===== src/rtl/pipe_hazard_ctrl.sv =====
// rtl/pipe_hazard_ctrl.sv - hazard, forwarding, MUL-freeze and redirect control for the 5-stage pipeline
// Optional performance counters are built only when HAZARD_PERF_CNT_EN is defined.
module pipe_hazard_ctrl #(
   parameter int REG_AW  = 5,
   parameter int MUL_LAT = 3,
   parameter int CNT_W   = 16
) (
   input  logic              Clk,
   input  logic              Reset,
   input  logic              id_valid,
   input  logic              id_uses_rs,
   input  logic              id_uses_rt,
   input  logic              id_is_mul,
   input  logic [REG_AW-1:0] id_rs,
   input  logic [REG_AW-1:0] id_rt,
   input  logic              ex_valid,
   input  logic              ex_reg_write,
   input  logic              ex_mem_read,
   input  logic [REG_AW-1:0] ex_rs,
   input  logic [REG_AW-1:0] ex_rt,
   input  logic [REG_AW-1:0] ex_rd,
   input  logic              mem_valid,
   input  logic              mem_reg_write,
   input  logic [REG_AW-1:0] mem_rd,
   input  logic              wb_valid,
   input  logic              wb_reg_write,
   input  logic [REG_AW-1:0] wb_rd,
   input  logic              redirect,
   output logic              pc_write,
   output logic              if_id_write,
   output logic              if_id_flush,
   output logic              id_ex_bubble,
   output logic              ex_mem_bubble,
   output logic [1:0]        fwd_a_sel,
   output logic [1:0]        fwd_b_sel,
   output logic              id_byp_a,
   output logic              id_byp_b,
   output logic              mul_busy,
   output logic [CNT_W-1:0]  stall_cycles,
   output logic [CNT_W-1:0]  flush_count
);

   localparam int MCNT_W = (MUL_LAT > 1) ? $clog2(MUL_LAT) : 1;
   localparam logic [MCNT_W-1:0] MCNT_LOAD = MCNT_W'(MUL_LAT - 1);
   localparam logic [MCNT_W-1:0] MCNT_ONE  = MCNT_W'(1);

   typedef enum logic {S_IDLE, S_BUSY} state_t;

   state_t            r_state;
   state_t            w_state_nxt;
   logic [MCNT_W-1:0] r_mcnt;
   logic [MCNT_W-1:0] w_mcnt_nxt;

   logic w_busy;
   logic w_lu;
   logic w_mul_adv;
   logic w_mem_fwd_ok;
   logic w_wb_fwd_ok;

   // ex_reg_write is not needed: a load always writes its rd
   logic w_unused;
   assign w_unused = ex_reg_write;

   assign w_busy = (r_state == S_BUSY);

   assign w_lu = id_valid & ex_valid & ex_mem_read & (ex_rd != '0) &
                 ((id_uses_rs & (id_rs == ex_rd)) | (id_uses_rt & (id_rt == ex_rd)));

   // A MUL only starts the freeze on the cycle it really moves into EX
   assign w_mul_adv = id_valid & id_is_mul & ~w_lu & ~redirect & ~w_busy;

   assign w_mem_fwd_ok = mem_valid & mem_reg_write & (mem_rd != '0);
   assign w_wb_fwd_ok  = wb_valid & wb_reg_write & (wb_rd != '0);

   always_ff @(posedge Clk) begin
      if (Reset) begin
         r_state <= S_IDLE;
         r_mcnt  <= '0;
      end else begin
         r_state <= w_state_nxt;
         r_mcnt  <= w_mcnt_nxt;
      end
   end

   always_comb begin
      w_state_nxt   = r_state;
      w_mcnt_nxt    = r_mcnt;
      pc_write      = 1'b1;
      if_id_write   = 1'b1;
      if_id_flush   = 1'b0;
      id_ex_bubble  = 1'b0;
      ex_mem_bubble = 1'b0;
      fwd_a_sel     = 2'd0;
      fwd_b_sel     = 2'd0;
      id_byp_a      = 1'b0;
      id_byp_b      = 1'b0;
      mul_busy      = 1'b0;

      case (r_state)
         S_IDLE: begin
            if ((MUL_LAT > 1) && w_mul_adv) begin
               w_state_nxt = S_BUSY;
               w_mcnt_nxt  = MCNT_LOAD;
            end
         end
         S_BUSY: begin
            if (r_mcnt == MCNT_ONE) begin
               w_state_nxt = S_IDLE;
               w_mcnt_nxt  = '0;
            end else begin
               w_mcnt_nxt = r_mcnt - MCNT_ONE;
            end
         end
         default: begin
            w_state_nxt = S_IDLE;
            w_mcnt_nxt  = '0;
         end
      endcase

      if (Reset) begin
         pc_write      = 1'b0;
         if_id_write   = 1'b0;
         if_id_flush   = 1'b1;
         id_ex_bubble  = 1'b1;
         ex_mem_bubble = 1'b1;
      end else begin
         mul_busy = w_busy;
         // EX holds the MUL, so a redirect seen now cannot be from it
         if (w_busy) begin
            pc_write      = 1'b0;
            if_id_write   = 1'b0;
            ex_mem_bubble = 1'b1;
         end else if (redirect) begin
            if_id_flush  = 1'b1;
            id_ex_bubble = 1'b1;
         end else if (w_lu) begin
            pc_write     = 1'b0;
            if_id_write  = 1'b0;
            id_ex_bubble = 1'b1;
         end

         if (w_mem_fwd_ok && (mem_rd == ex_rs))     fwd_a_sel = 2'd1;
         else if (w_wb_fwd_ok && (wb_rd == ex_rs))  fwd_a_sel = 2'd2;
         if (w_mem_fwd_ok && (mem_rd == ex_rt))     fwd_b_sel = 2'd1;
         else if (w_wb_fwd_ok && (wb_rd == ex_rt))  fwd_b_sel = 2'd2;

         id_byp_a = w_wb_fwd_ok & (wb_rd == id_rs);
         id_byp_b = w_wb_fwd_ok & (wb_rd == id_rt);
      end
   end

`ifdef HAZARD_PERF_CNT_EN
   logic [CNT_W-1:0] r_stall_cnt;
   logic [CNT_W-1:0] r_flush_cnt;

   always_ff @(posedge Clk) begin
      if (Reset) begin
         r_stall_cnt <= '0;
         r_flush_cnt <= '0;
      end else begin
         if ((w_lu | w_busy) && (r_stall_cnt != '1))
            r_stall_cnt <= r_stall_cnt + CNT_W'(1);
         if ((redirect & ~w_busy) && (r_flush_cnt != '1))
            r_flush_cnt <= r_flush_cnt + CNT_W'(1);
      end
   end

   assign stall_cycles = r_stall_cnt;
   assign flush_count  = r_flush_cnt;
`else
   assign stall_cycles = '0;
   assign flush_count  = '0;
`endif

endmodule


===== config.mk =====
export PLATFORM = sky130hd
export DESIGN_NAME = pipe_hazard_ctrl
export DESIGN_NICKNAME = d
export VERILOG_FILES = /design/src/rtl/pipe_hazard_ctrl.sv
export SDC_FILE = /design/constraint.sdc
export NUM_CORES = 1
export LEC_CHECK = 0
export BUFFER_PORTS_ARGS = -buffer_cell sky130_fd_sc_hd__buf_2
export CORE_ASPECT_RATIO = 1.2
export CORE_MARGIN = 4
export CORE_UTILIZATION = 37
export DETAILED_ROUTE_END_ITERATION = 12
export GPL_TIMING_DRIVEN = 0
export HOLD_SLACK_MARGIN = 0.08
export PLACE_DENSITY = 0.76
export RECOVER_POWER = 50
export SYNTH_ARGS = -nofsm -noshare
export SYNTH_HDL_FRONTEND = slang
export SYNTH_SLANG_ARGS = --single-unit

===== constraint.sdc =====
create_clock -name Clk -period 1.5 [get_ports Clk]
set_input_delay 0.075 -clock Clk [delete_from_list [all_inputs] [get_ports Clk]]
set_output_delay 0.075 -clock Clk [all_outputs]
set_load 0.02 [all_outputs]

Word level (Yosys, flattened, before mapping). Index checks and enable logic that the tools add are counted.

Bits in latches: 0. Bits in writable memories: 0. Logic and storage cells: 68. Memories: 0. Bits in read-only memories: 0. Register bits after elaboration: 3.

Multiplexer cells: 28. Equality and inequality tests: 10. Bitwise operators: 20. Reductions and logical operators: 7. $mul: 0. Add/sub/neg operators: 1. Divide/modulo/power cells: 0. $lt $le $gt $ge: 0. Shifts and indexed selects: 0.

Operators with widths (number): 5-bit == test (8); 1-bit 2-to-1 mux (18); 1-bit AND (16); 2-bit 2-to-1 mux (8); 5-bit nonzero test (3); 1-bit logical AND (4); 2-bit one-hot mux with 2 select lines (1); 1-bit inverter (3); 2-bit by 1-bit == test with 1-bit output (second input constant) (1); 2-bit inequality test (second input constant) (1); 1-bit one-hot mux with 2 select lines (1); 2-bit by 1-bit subtractor with 2-bit output (second input constant) (1); 1-bit OR (1).

Logic depth before layout (Yosys ltp).
Depth after elaboration: 10. Depth in mapped cells: 6. Depth with buffers taken out: 6.

Worst setup path before layout. No wires, ideal clock.

Path type: input -> output. From: in ex_rd[1]. To: out pc_write. Stages: 5. Slack: -0.126 ns. Arrival time: 1.551 ns. Cell sequence: or4_1 -> o2111ai_2 -> nor2_1 -> a21oi_1 -> buf_4.

Longest elaborated chain between the ends: 8.

Ends and longest elaborated chain: start, declared (line 21) `input logic [REG_AW-1:0] ex_rd,`; 5-bit == test (line 67) `((id_uses_rs & (id_rs == ex_rd)) | (id_uses_rt & (id_rt == ex_rd)));`; 1-bit AND (line 67); 1-bit OR (line 67); 1-bit AND * (line 66) `assign w_lu = id_valid & ex_valid & ex_mem_read & (ex_rd != '0) &`; 1-bit 2-to-1 mux * (4 in a row); end, declared (line 29) `output logic pc_write,`.

Mark *: on every way between the ends. The rest lies on a longest branch, timed or not.

Worst setup path after layout.
From: in ex_rd[2]. To: out if_id_write.

Longest elaborated chain between the ends: 8.

Ends and longest elaborated chain: 5-bit == test (line 67); 1-bit AND (line 67); 1-bit OR (line 67); 1-bit AND * (line 66); 1-bit 2-to-1 mux * (line 136) `end else if (w_lu) begin`; 1-bit 2-to-1 mux * (line 133) `end else if (redirect) begin`; 1-bit 2-to-1 mux * (line 129) `if (w_busy) begin`; 1-bit 2-to-1 mux * (line 120) `if (Reset) begin`; end, declared (line 30) `output logic if_id_write,`.

Marks and branches as above.

==> results.txt <==
Post-synthesis cell count - 138
Seq cells post-synth - 3
Number of max-slew violations in the final report - 0
Top cells by area, synth - sky130_fd_sc_hd__buf_4 (25%), sky130_fd_sc_hd__xnor2_1 (23%), sky130_fd_sc_hd__xor2_1 (12%)
Number of nets at the end of the flow - 278
Htree depth - 1
DRC violations left - 0
Arithmetic-cell share of the synthesized area counting full adders, half adders and majority gates - 1.248%
Simple-gate portion of the synthesized area - 17.35%
Combinational family with the most area after synthesis - XOR/XNOR gates
Commonest non-fill, non-tap cell in the layout - sky130_fd_sc_hd__buf_2
Vias - 1102
CP Buf/Inv Count - 2
Number of antenna violations at the first check in global routing - 0
Worst Path Arrival - 1.36 ns
Final Hold Viols - 0
Antenna Cells - 0
Via count of the first global-routing pass - 996
Number of buffers inserted for hold repair after clock tree synthesis - 0
Detailed-route wire length - 2.762 mm
Die width - 55.51 um
Crit share post-route - 95.51%
Ordered cell list for the critical path - buf_6, or4_4, o2111ai_4, nor2_2, a21oi_2, buf_4
Area Overhead vs Synth - 49.81%
Maximum clock rate - 0.6980 GHz
Worst Hold Class - in -> reg
Final Setup Violations - 0
Register area share after synthesis - 5.993%
Post-synthesis cell area - 1002 um2
Post-synthesis cell type with the largest combined area - sky130_fd_sc_hd__buf_4
Worst slack on hold paths - 0.2055 ns
Clock input transition at the sequential cells of the worst setup and hold paths - 0.04 ns
Mapped Avg Cell Area - 7.262 um2
Prevailing post-synth register cell - sky130_fd_sc_hd__dfxtp_1
Worst Hold Path Cells - 4
DRT iter0 DRCs - 14
Parity-gate share of the synthesized area counting xor and xnor cells - 34.96%
Setup repair after global routing missed its margin - false
Clock insertion delay at the later pin of the skew report - 0.23 ns
DP Worst Slack - -0.1513 ns
Largest incremental delay on the critical path - 0.54 ns
Critical R2R Capture - r_mcnt[1]$_SDFFE_PP0P_
Startpoint of the worst hold path - Reset
Largest net degree at the start of global routing - 8
Mux contribution to synthesized area - 0%
CP endpoint kind - output pin
Total iterations of the first detailed-routing run - 2
Fraction of the mapped netlist area in compound gates - 11.61%
Clock tree skew after final layout - 0.0003438 ns
# rows - 20
GR Util All Layers - 14.33%
Status - finished clean
First-pass GRT wire length - 4.215 mm
FF-to-FF Start - r_mcnt[1]$_SDFFE_PP0P_
Die ar. - 3609 um2
Clock buffers created by TritonCTS - 3
Share of layout cells above drive strength 1 - 40.09%
Final non-filler cell area - 1501 um2
CP Launch Type - input pin
Reg2reg setup slack - 0.43 ns
Number of input and output port buffers inserted - 54
Buffer levels on the longest clock path - 2
Total congestion overflow after global routing - 0
Crit-path slowest cell - sky130_fd_sc_hd__or4_4
Number of synthesized flops with an enable pin - 0
Share of flip-flops with an asynchronous set or reset - 0%
Power per cell area - 457.9 nW/um2
Global placer's final weighted congestion - 0.7940
Clock Sink Count - 3
Max VDD drop - 216.4 uV
Top fanout value on the critical path - 3
TritonCTS clock tree - yes
Antenna viol nets, final - 0
I/O pins - 93
Max-cap violations - 0
Wire per inst - 10.62 um
Portion of synthesized cell area occupied by the leading cell type - 24.72%
Lkg Pwr - 0.7817 nW
Destination of the worst hold path - r_mcnt[1]$_SDFFE_PP0P_
Avg Vias per Cell - 4.238
Post-Place Cell Area - 1434 um2
Clock root buffer - sky130_fd_sc_hd__clkbuf_4
Minimum clock period - 1.433 ns
Critical path class - in -> out
Required @ worst endpoint - 1.42 ns
Effective utilization at floorplan - 39.26%
Cell variety after synth - 30
Die height - 65.01 um
Commonest non-fill, non-tap cells in the layout - sky130_fd_sc_hd__buf_2 (45), sky130_fd_sc_hd__buf_4 (34), sky130_fd_sc_hd__conb_1 (32), sky130_fd_sc_hd__xnor2_1 (26), sky130_fd_sc_hd__xor2_1 (14)
Core outline area - 2552 um2
Top cell family by delay on the critical path - simple AND/OR/NAND/NOR gates
Number of cells traversed by the worst register-to-register path - 6
Warnings, synthesis - 0
HPWL after DPL - 2.464 mm
Worst setup slack after layout - 0.06737 ns
timing repair:
item / in CTS / in global routing
pin swaps: 4 / 5
setup buffers: 1 / 0
gates resized for setup: 6 / 7
gates cloned: 0 / 0
setup endpoints to repair: 3 / 4
synthesized netlist by cell type (4+ instances only):
| library cell | n |
|---|---|
| sky130_fd_sc_hd__xnor2_1 | 26 |
| sky130_fd_sc_hd__nor2_1 | 7 |
| sky130_fd_sc_hd__inv_1 | 5 |
| sky130_fd_sc_hd__clkbuf_1 | 4 |
| sky130_fd_sc_hd__buf_4 | 33 |
| sky130_fd_sc_hd__nand3_1 | 4 |
| sky130_fd_sc_hd__xor2_1 | 14 |
| sky130_fd_sc_hd__nor3_1 | 5 |
| sky130_fd_sc_hd__nand2_1 | 6 |
flip-flops by register name, summed over array words and instances, names as in the netlist:
register,flops
r_mcnt,2
r_state,1
cell type report:
| type | instances | area [um2] |
|---|---|---|
| buffer | 37 | 259.0 |
| clock buffer | 4 | 26.28 |
| fill | 268 | 1051 |
| inverter | 5 | 18.77 |
| multi-input combinational | 123 | 803.3 |
| sequential | 3 | 60.06 |
| tap | 33 | 41.29 |
| timing repair buffer | 55 | 292.8 |
where the power goes:
part,internal [mW],switching [mW],leakage (nW)
Clock,0.0998,0.0429,0.0150
Sequential,0.0899,0.00971,0.0247
Combinational,0.205,0.240,0.742
worst min-delay path, delay by kind of cell:
family | cells | cell delay (ns)
AOI/OAI and AO/OA | 3 | 0.16
buffers and inverters | 1 | 0.15
cells by family (layout without fill, tap and decap cells):
family          count (synthesis)  after routing
fa+ha+maj                       1              1
flops                           3              3
xor+xnor                       40             40
compound gates                 16             16
other cells                     1             32
buf+inv                        43            101
simple gates                   34             34
stage by stage:
stage	cells	utilization, %	setup TNS [ns]	power, mW
final	260	58.82	0	0.6876
after global routing	260	58.82	0	0.7338
after CTS	260	58.28	0	0.6871
after detailed placement	256	56.18	-0.2600	0.5330
after global placement	256	56.18	-0.2007	0.5263
after floorplan	169	-	0	0.4097
how the worst max path moves through the flow:
stage                     depth (start not counted)      endpoint       from
after detailed placement                          7      pc_write   ex_rd[1]
final                                             6   if_id_write   ex_rd[2]
after CTS                                         6   if_id_write   ex_rd[2]
after global routing                              6  fwd_b_sel[1]  mem_rd[2]
after global placement                            7      pc_write   ex_rd[1]
after floorplan                                   5      pc_write   ex_rd[1]
layer usage:
metal / wire [um] / up-vias / share of wire (%) / track usage (%)
li1: - / 575 / - / -
met2: 1433 / 55 / 52 / 26.63
met4: 10 / 0 / 0.36 / 6.383
met3: 309 / 2 / 11 / 3.984
met1: 1009 / 470 / 37 / 14.81
met5: 0 / - / 0 / 0
No activity file was read; power rests on OpenSTA's default activity.
